--- config.mk ---
export PLATFORM = sky130hd
export DESIGN_NAME = debug_hart_ctl
export DESIGN_NICKNAME = d
export VERILOG_FILES = /design/src/rtl/debug_hart_ctl.sv
export SDC_FILE = /design/constraint.sdc
export NUM_CORES = 1
export LEC_CHECK = 0
export CORE_MARGIN = 1
export CORE_UTILIZATION = 48
export CTS_CLUSTER_DIAMETER = 100
export DETAILED_ROUTE_END_ITERATION = 7
export PLACE_DENSITY = 0.74
export SLEW_MARGIN = 20
export SYNTH_ARGS = -nofsm -noshare
export SYNTH_HDL_FRONTEND = slang
export SYNTH_SLANG_ARGS = --single-unit
--- constraint.sdc ---
create_clock -name clk -period 2.1 [get_ports clk]
set_input_delay 0.315 -clock clk [delete_from_list [all_inputs] [get_ports clk]]
set_output_delay 0.315 -clock clk [all_outputs]
set_load 0.01 [all_outputs]
--- src/rtl/debug_hart_ctl.sv ---
// Debug-mode hart controller: one halt/command/resume FSM per hart, driven by
// the debug module's halt, resume and abstract-command requests.
module debug_hart_ctl #(
    parameter  int NHARTS = 1,
    parameter  int TMO_W  = 8,
    localparam int HSW    = (NHARTS > 1) ? $clog2(NHARTS) : 1
) (
    input  logic                  clk,
    input  logic                  rst_n,
    input  logic [HSW-1:0]        hartsel,
    input  logic                  halt_req,
    input  logic                  resume_req,
    input  logic                  exec,
    input  logic                  postexec,
    input  logic [NHARTS-1:0]     core_halted_ack,
    input  logic [NHARTS-1:0]     core_abstract_done,
    input  logic [NHARTS-1:0]     core_ebreak,
    input  logic [NHARTS-1:0]     core_fault,
    input  logic [NHARTS-1:0]     core_retire,
    input  logic [NHARTS-1:0]     step_en,
    output logic [NHARTS-1:0]     halt_ctrl,
    output logic [NHARTS-1:0]     dbg_mode,
    output logic [NHARTS-1:0]     abstract_go,
    output logic [NHARTS-1:0]     progbuf_go,
    output logic [3*NHARTS-1:0]   cause,
    output logic [NHARTS-1:0]     cause_we,
    output logic [NHARTS-1:0]     halted,
    output logic [NHARTS-1:0]     resumeack,
    output logic                  done,
    output logic                  err,
    output logic                  busy_err
);

    typedef enum logic [2:0] {
        S_RUN, S_HALTING, S_HALTED, S_ABSTRACT, S_PROGBUF, S_RESUMING, S_STEP
    } state_t;

    localparam logic [2:0] CAUSE_EBREAK  = 3'd1;
    localparam logic [2:0] CAUSE_HALTREQ = 3'd3;
    localparam logic [2:0] CAUSE_STEP    = 3'd4;

    function automatic logic is_stalled(state_t s);
        return s inside {S_HALTING, S_HALTED, S_ABSTRACT, S_PROGBUF, S_RESUMING};
    endfunction

    function automatic logic is_debug(state_t s);
        return s inside {S_HALTED, S_ABSTRACT, S_PROGBUF, S_RESUMING};
    endfunction

    logic              sel_ok;
    logic [NHARTS-1:0] exec_hit;
    logic [NHARTS-1:0] done_v;
    logic [NHARTS-1:0] err_v;
    logic              busy_q;

    assign sel_ok   = 32'(hartsel) < NHARTS;
    assign done     = |done_v;
    assign err      = |err_v;
    assign busy_err = busy_q;

    // A rejected exec leaves every hart untouched; only the strobe fires.
    always_ff @(posedge clk) begin
        if (!rst_n) busy_q <= 1'b0;
        else        busy_q <= exec && !(|exec_hit);
    end

    for (genvar h = 0; h < NHARTS; h++) begin : g_hart
        state_t           st, nxt;
        logic [TMO_W-1:0] tmo;
        logic [2:0]       cause_q, cause_nxt;
        logic             pe, sel, fault;
        logic             go_a, go_p, cwe, dn, er, rack;
        logic             hc_q, dbg_q, hlt_q, ago_q, pgo_q, cwe_q, dn_q, er_q, rack_q;

        assign sel         = sel_ok && (hartsel == HSW'(h));
        // Resume wins over exec when both target a halted hart.
        assign exec_hit[h] = exec && sel && !resume_req && (st == S_HALTED);
        assign fault       = core_fault[h] || (&tmo);

        // NOTE: every combinational output gets a default first so no latch is inferred.
        always_comb begin
            nxt       = st;
            cause_nxt = cause_q;
            go_a      = 1'b0;
            go_p      = 1'b0;
            cwe       = 1'b0;
            dn        = 1'b0;
            er        = 1'b0;
            rack      = 1'b0;
            case (st)
                S_RUN, S_STEP: begin
                    if (core_ebreak[h]) begin
                        nxt       = S_HALTING;
                        cause_nxt = CAUSE_EBREAK;
                    end else if (sel && halt_req) begin
                        nxt       = S_HALTING;
                        cause_nxt = CAUSE_HALTREQ;
                    end else if (st == S_STEP && core_retire[h]) begin
                        nxt       = S_HALTING;
                        cause_nxt = CAUSE_STEP;
                    end
                end
                S_HALTING: begin
                    if (core_halted_ack[h]) begin
                        nxt = S_HALTED;
                        cwe = 1'b1;
                    end
                end
                S_HALTED: begin
                    if (sel && resume_req) begin
                        nxt  = S_RESUMING;
                        rack = 1'b1;
                    end else if (exec_hit[h]) begin
                        nxt  = S_ABSTRACT;
                        go_a = 1'b1;
                    end
                end
                S_ABSTRACT: begin
                    // Fault outranks completion so a coincident pair yields one done.
                    if (fault) begin
                        nxt = S_HALTED;
                        dn  = 1'b1;
                        er  = 1'b1;
                    end else if (core_abstract_done[h]) begin
                        if (pe) begin
                            nxt  = S_PROGBUF;
                            go_p = 1'b1;
                        end else begin
                            nxt = S_HALTED;
                            dn  = 1'b1;
                        end
                    end
                end
                S_PROGBUF: begin
                    if (fault) begin
                        nxt = S_HALTED;
                        dn  = 1'b1;
                        er  = 1'b1;
                    end else if (core_ebreak[h]) begin
                        nxt = S_HALTED;
                        dn  = 1'b1;
                    end
                end
                S_RESUMING: nxt = step_en[h] ? S_STEP : S_RUN;
                default:    nxt = S_RUN;
            endcase
        end

        // NOTE: sequential state uses non-blocking assignments only.
        always_ff @(posedge clk) begin
            if (!rst_n) begin
                st      <= S_RUN;
                cause_q <= '0;
                tmo     <= '0;
                pe      <= 1'b0;
                hc_q    <= 1'b0;
                dbg_q   <= 1'b0;
                hlt_q   <= 1'b0;
                ago_q   <= 1'b0;
                pgo_q   <= 1'b0;
                cwe_q   <= 1'b0;
                dn_q    <= 1'b0;
                er_q    <= 1'b0;
                rack_q  <= 1'b0;
            end else begin
                st      <= nxt;
                cause_q <= cause_nxt;
                if (go_a) begin
                    pe  <= postexec;
                    tmo <= '0;
                end else if ((st == S_ABSTRACT || st == S_PROGBUF) && !(&tmo)) begin
                    tmo <= tmo + 1'b1;
                end
                hc_q    <= is_stalled(nxt);
                dbg_q   <= is_debug(nxt);
                hlt_q   <= (nxt == S_HALTED);
                ago_q   <= go_a;
                pgo_q   <= go_p;
                cwe_q   <= cwe;
                dn_q    <= dn;
                er_q    <= er;
                rack_q  <= rack;
            end
        end

        assign halt_ctrl[h]     = hc_q;
        assign dbg_mode[h]      = dbg_q;
        assign halted[h]        = hlt_q;
        assign abstract_go[h]   = ago_q;
        assign progbuf_go[h]    = pgo_q;
        assign cause_we[h]      = cwe_q;
        assign resumeack[h]     = rack_q;
        assign cause[3*h +: 3]  = cause_q;
        assign done_v[h]        = dn_q;
        assign err_v[h]         = er_q;
    end

endmodule

* Word level (Yosys, flattened, before mapping)
Cells that the tools add are included.
** Word-level totals
- Bits in registers :: 25
** Operators by class
- Order comparisons :: 1
- Multiplexer cells :: 29
- Bitwise operators :: 4
- Equality and inequality tests :: 11
- Reductions and logical operators :: 27
- Add/subtract/negate cells :: 1
** Operator list (count)
- 3-bit 2-to-1 mux :: 15
- 3-bit one-hot mux with 6 select lines :: 1
- 3-bit == test, second input constant :: 5
- 3-bit by 2-bit == test with 1-bit output, second input constant :: 4
- 1-bit 2-to-1 mux :: 12
- 1-bit logical AND :: 9
- 8-bit by 1-bit adder with 8-bit output, second input constant :: 1
- 2-bit AND reduction :: 4
- 8-bit AND reduction :: 1
- 3-bit by 1-bit == test with 1-bit output, second input constant :: 2
- 2-bit OR reduction :: 3
- 5-bit nonzero test :: 1
- 1-bit inverter :: 4
- 4-bit nonzero test :: 1
- 4-bit OR reduction :: 1
- 1-bit zero test :: 3
- 3-bit zero test :: 1
- 3-bit nonzero test :: 1
- 1-bit logical OR :: 2
- 1-bit one-hot mux with 2 select lines :: 1
- 1-bit < comparator, second input constant :: 1

* Depth between registers and ports, before layout
- Depth after elaboration :: 10
- Depth in mapped cells :: 7
- Mapped depth without buffers :: 6

* Least setup slack after synthesis
No wires, ideal clock.
- Path type :: register to register
- From :: register g_hart[0].tmo[0]
- To :: register g_hart[0].hc_q, in the netlist halt_ctrl
- Clock period less this slack :: 1.677 ns
- Cell stages (with the launch flop) :: 6
- Path slack :: 0.423 ns
- Library setup time :: 0.120 ns
- Data arrival time :: 1.557 ns
- Cells stage by stage :: dfxtp_1 > ha_1 > and3_1 > a21oi_1 > o221ai_1 > o31a_1
** Between the ends
- Word-level cells in the longest chain between the ends :: 6
- Elaborated cells between the ends (all ways) :: 11
- Those cells by class :: eq/ne (5); mux (3); reduce/logical (3)
** Ends and longest elaborated chain
- start: declaration :: RTL line 69 : logic [TMO_W-1:0] tmo;
- start signal: assignment :: RTL line 172 : tmo <= tmo + 1'b1;
- 8-bit AND reduction * :: RTL line 78 : assign fault = core_fault[h] || (&tmo);
- 1-bit logical OR * :: RTL line 78
- 3-bit 2-to-1 mux, on equally long branches :: RTL line 135, 120
- 3-bit one-hot mux with 6 select lines * :: RTL line 90 : case (st)
- 3-bit by 1-bit == test with 1-bit output, or another cell as far along :: RTL line 43 : return s inside {S_HALTING, S_HALTED, S_ABSTRACT, S_PROGBUF, S_RESUMING};
- 5-bit nonzero test * :: RTL line 43
- end signal: assignment :: RTL line 174 : hc_q <= is_stalled(nxt);
- end: declaration :: RTL line 73 : logic hc_q, dbg_q, hlt_q, ago_q, pgo_q, cwe_q, dn_q, er_q, rack_q;
Every way passes the cells marked *; elsewhere a longest branch is shown, timed or not.
A chain may end at the register's enable or synchronous reset.

* Worst setup path in the final report
Same ends and word-level chain as after synthesis.

==> out/metrics.yaml <==
worst_path_max_delay_cell: "dfxtp_1"
area_growth_pct: 27.6
io_pins: 26
nets: 175
layout_common_cells: "dfxtp_1 (25), clkdlybuf4s50_1 (25), nor2_1 (22), a21oi_1 (9), nand2_1 (8)"
slew_violations: 0
clock_skew_ns: 0.00486
critPathKind: "reg -> reg"
synth_edf_count: 0
crit_start: "g_hart[0].tmo[0]"
yosys.area.top_type: "dfxtp_1"
postLayoutCoreUtil: 0.651
cts_tree: "done"
dieArea_sq_um: 2570
portBuffers: 25
p_total_mw: 0.939
synth_ff_type: "dfxtp_1"
fillCellCount: 211
min-delay-start: "cause[2]"
final_area_sq_um: 1450
p_per_area_nw_per_um2: 646
period_needed_ns: 1.88
grt_pass1_wl_microns: 4260
grt-ovfl-total: 0
insertion_delay_ns: 0.32
hold_buffers: 0
post-cts-setup-buffers: 0
placed_area_sq_um: 1420
syn_area_sq_um: 1140
async_flop_share: 0
wl_per_cell_microns: 13.6
grt_start_max_net_pins: 16
maxCapViolations: 0
cts_resized: 0
yosysTopAreaCellShare: 0.439
p_clk_frac: 0.238
dp_cells: 184
arrival_ns: 2.11
clk_path_buf_depth: 2
power_frac_comb: 0.198
grt_pass1_vias: 985
die_w_microns: 50.7
swShare: 0.283
final_cells: 188
antenna_cells: 0
tightest_slew_ns: 0.468
cts_buffers: 3
drtIter0Drc: 24
rsz0062_at_grt: "no"
routed_wl_microns: 2560
rows: 17
setup_viol: 0
r2r-start: "g_hart[0].tmo[0]"
end_kind: "flip-flop"
synth_warnings: 0
vias_per_cell: 5.43
drt-pass1-iter-count: 4
root_buffer: "clkbuf_4"
p_int_mw: 0.674
place.gp.congestion: 0.852
fin_setup_tns_ns: 0
power.switching_mw: 0.265
finalHoldViolCount: 0
drc: 0
htreeDepth: 1
dpl_worst_slack_ns: 0.0742
p_seq_frac: 0.563
cp-start-kind: "flip-flop"
clock-sinks: 25
layout_worst_path_cycle_share: 0.893
start_util: 0.510
fp.coreArea_sq_um: 2230
cp_max_fo: 4
syn_nets: 146
hold_slack_ns: 0.474
place_hpwl_microns: 1970
avgSynthCellArea_sq_um: 8.64
ant_nets: 0
max_stage_delay_ns: 0.36
clkSlewWorstSetupHoldPaths_ns: 0.14
antenna_found_initial: 0
fin_ws_ns: 0.224
fmax_mhz: 533
synthCells: 132
cp_cell_sequence: "ha_1 > and3_1 > a21oi_1 > o221ai_1 > o31a_1"
yosysSeqAreaShare: 0.439
synthTopCellsByArea: "dfxtp_1 (44%), nor2_1 (7.2%), a21oi_1 (4.0%)"
ys_ff_latch: 25
drive_above_1_share: 0.0625
worstPathRequired_ns: 2.33
die_h_microns: 50.7
slew-limit-headroom: 0.688
crit_buf_inv: 0
grt.total_usage: 0.226
synthDistinctLibCells: 40
num_vias: 1020
min-delay-path-class: "reg -> reg"
cp_top_family: "compound AO/OA/AOI/OAI gates"
power_leakage_nw: 0.555
status: "finished, final reports clean"
ir_drop_uv: 692
[synthesized netlist by cell type, types with 2 or more instances]
| cell | instances |
|---|---|
| a22oi_1 | 3 |
| a22o_1 | 2 |
| dfxtp_1 | 25 |
| and3_1 | 5 |
| xnor2_1 | 5 |
| nor2b_1 | 3 |
| xor2_1 | 2 |
| nor2_1 | 22 |
| clkbuf_1 | 2 |
| nand2_1 | 8 |
| nand2b_1 | 4 |
| nor3_1 | 4 |
| inv_1 | 3 |
| nand3b_1 | 3 |
| nor4b_1 | 2 |
| nand3_1 | 2 |
| a21oi_1 | 9 |
| o21ai_0 | 4 |
| o22ai_1 | 2 |
| mux2i_1 | 2 |
[flip-flops by register name, summed over array words and instances (netlist names)]
signal       cells
dbg_mode         1
busy_err         1
cause            3
progbuf_go       1
err              1
g_hart.pe        1
resumeack        1
halt_ctrl        1
abstract_go      1
g_hart.st        3
halted           1
cause_we         1
done             1
g_hart.tmo       8
[worst paths after layout]
check | to | slack [ns] | cells past startpoint
max | halt_ctrl | 0.22 | 5
min | cause[2] | 0.47 | 2
max reg2reg | halt_ctrl | 0.22 | 5
min reg2reg | cause[2] | 0.47 | 2
[worst register-to-register path: stages, from the launching register on]
cell	delay, ns
dfxtp_1	0.36
ha_1	0.23
and3_1	0.21
a21oi_1	0.36
o221ai_1	0.28
o31a_1	0.34
[final cells by class]
cell class                      count  area (sq um)  area share
Tap cell                           28          35.0      0.0241
Clock buffer                        3          22.5      0.0155
Sequential cell                    25           500       0.344
Timing Repair Buffer               29           280       0.193
Multi-Input combinational cell     98           593       0.408
Clock inverter                      1          7.51     0.00516
Inverter                            4          15.0      0.0103
[kinds of logic (layout without fill, tap and decap cells)]
family	Yosys count	count (layout)	synth area share
buf+inv	9	37	0.0406
compound gates	26	26	0.147
flops	25	25	0.439
fa+ha+maj	1	1	0.0110
simple gates	62	62	0.291
xor+xnor	7	7	0.0538
mux	2	2	0.0176
[power by group through the flow]
stage	Clock (mW)	Sequential (mW)	Combinational (mW)
floorplan	0	0.532	0.110
global placement	0	0.537	0.183
detailed placement	0	0.539	0.186
CTS	0.231	0.528	0.187
global route	0.245	0.533	0.205
finish	0.224	0.529	0.186
[routing by layer]
layer  vias to the layer above  wire (microns)  global-route usage
li1                        523               -                   -
met1                       472            1170               0.258
met2                        20            1280               0.409
met3                         5              72              0.0303
met4                         0              45               0.111
met5                         -               0                   0
No activity file was read; power rests on OpenSTA's default activity.
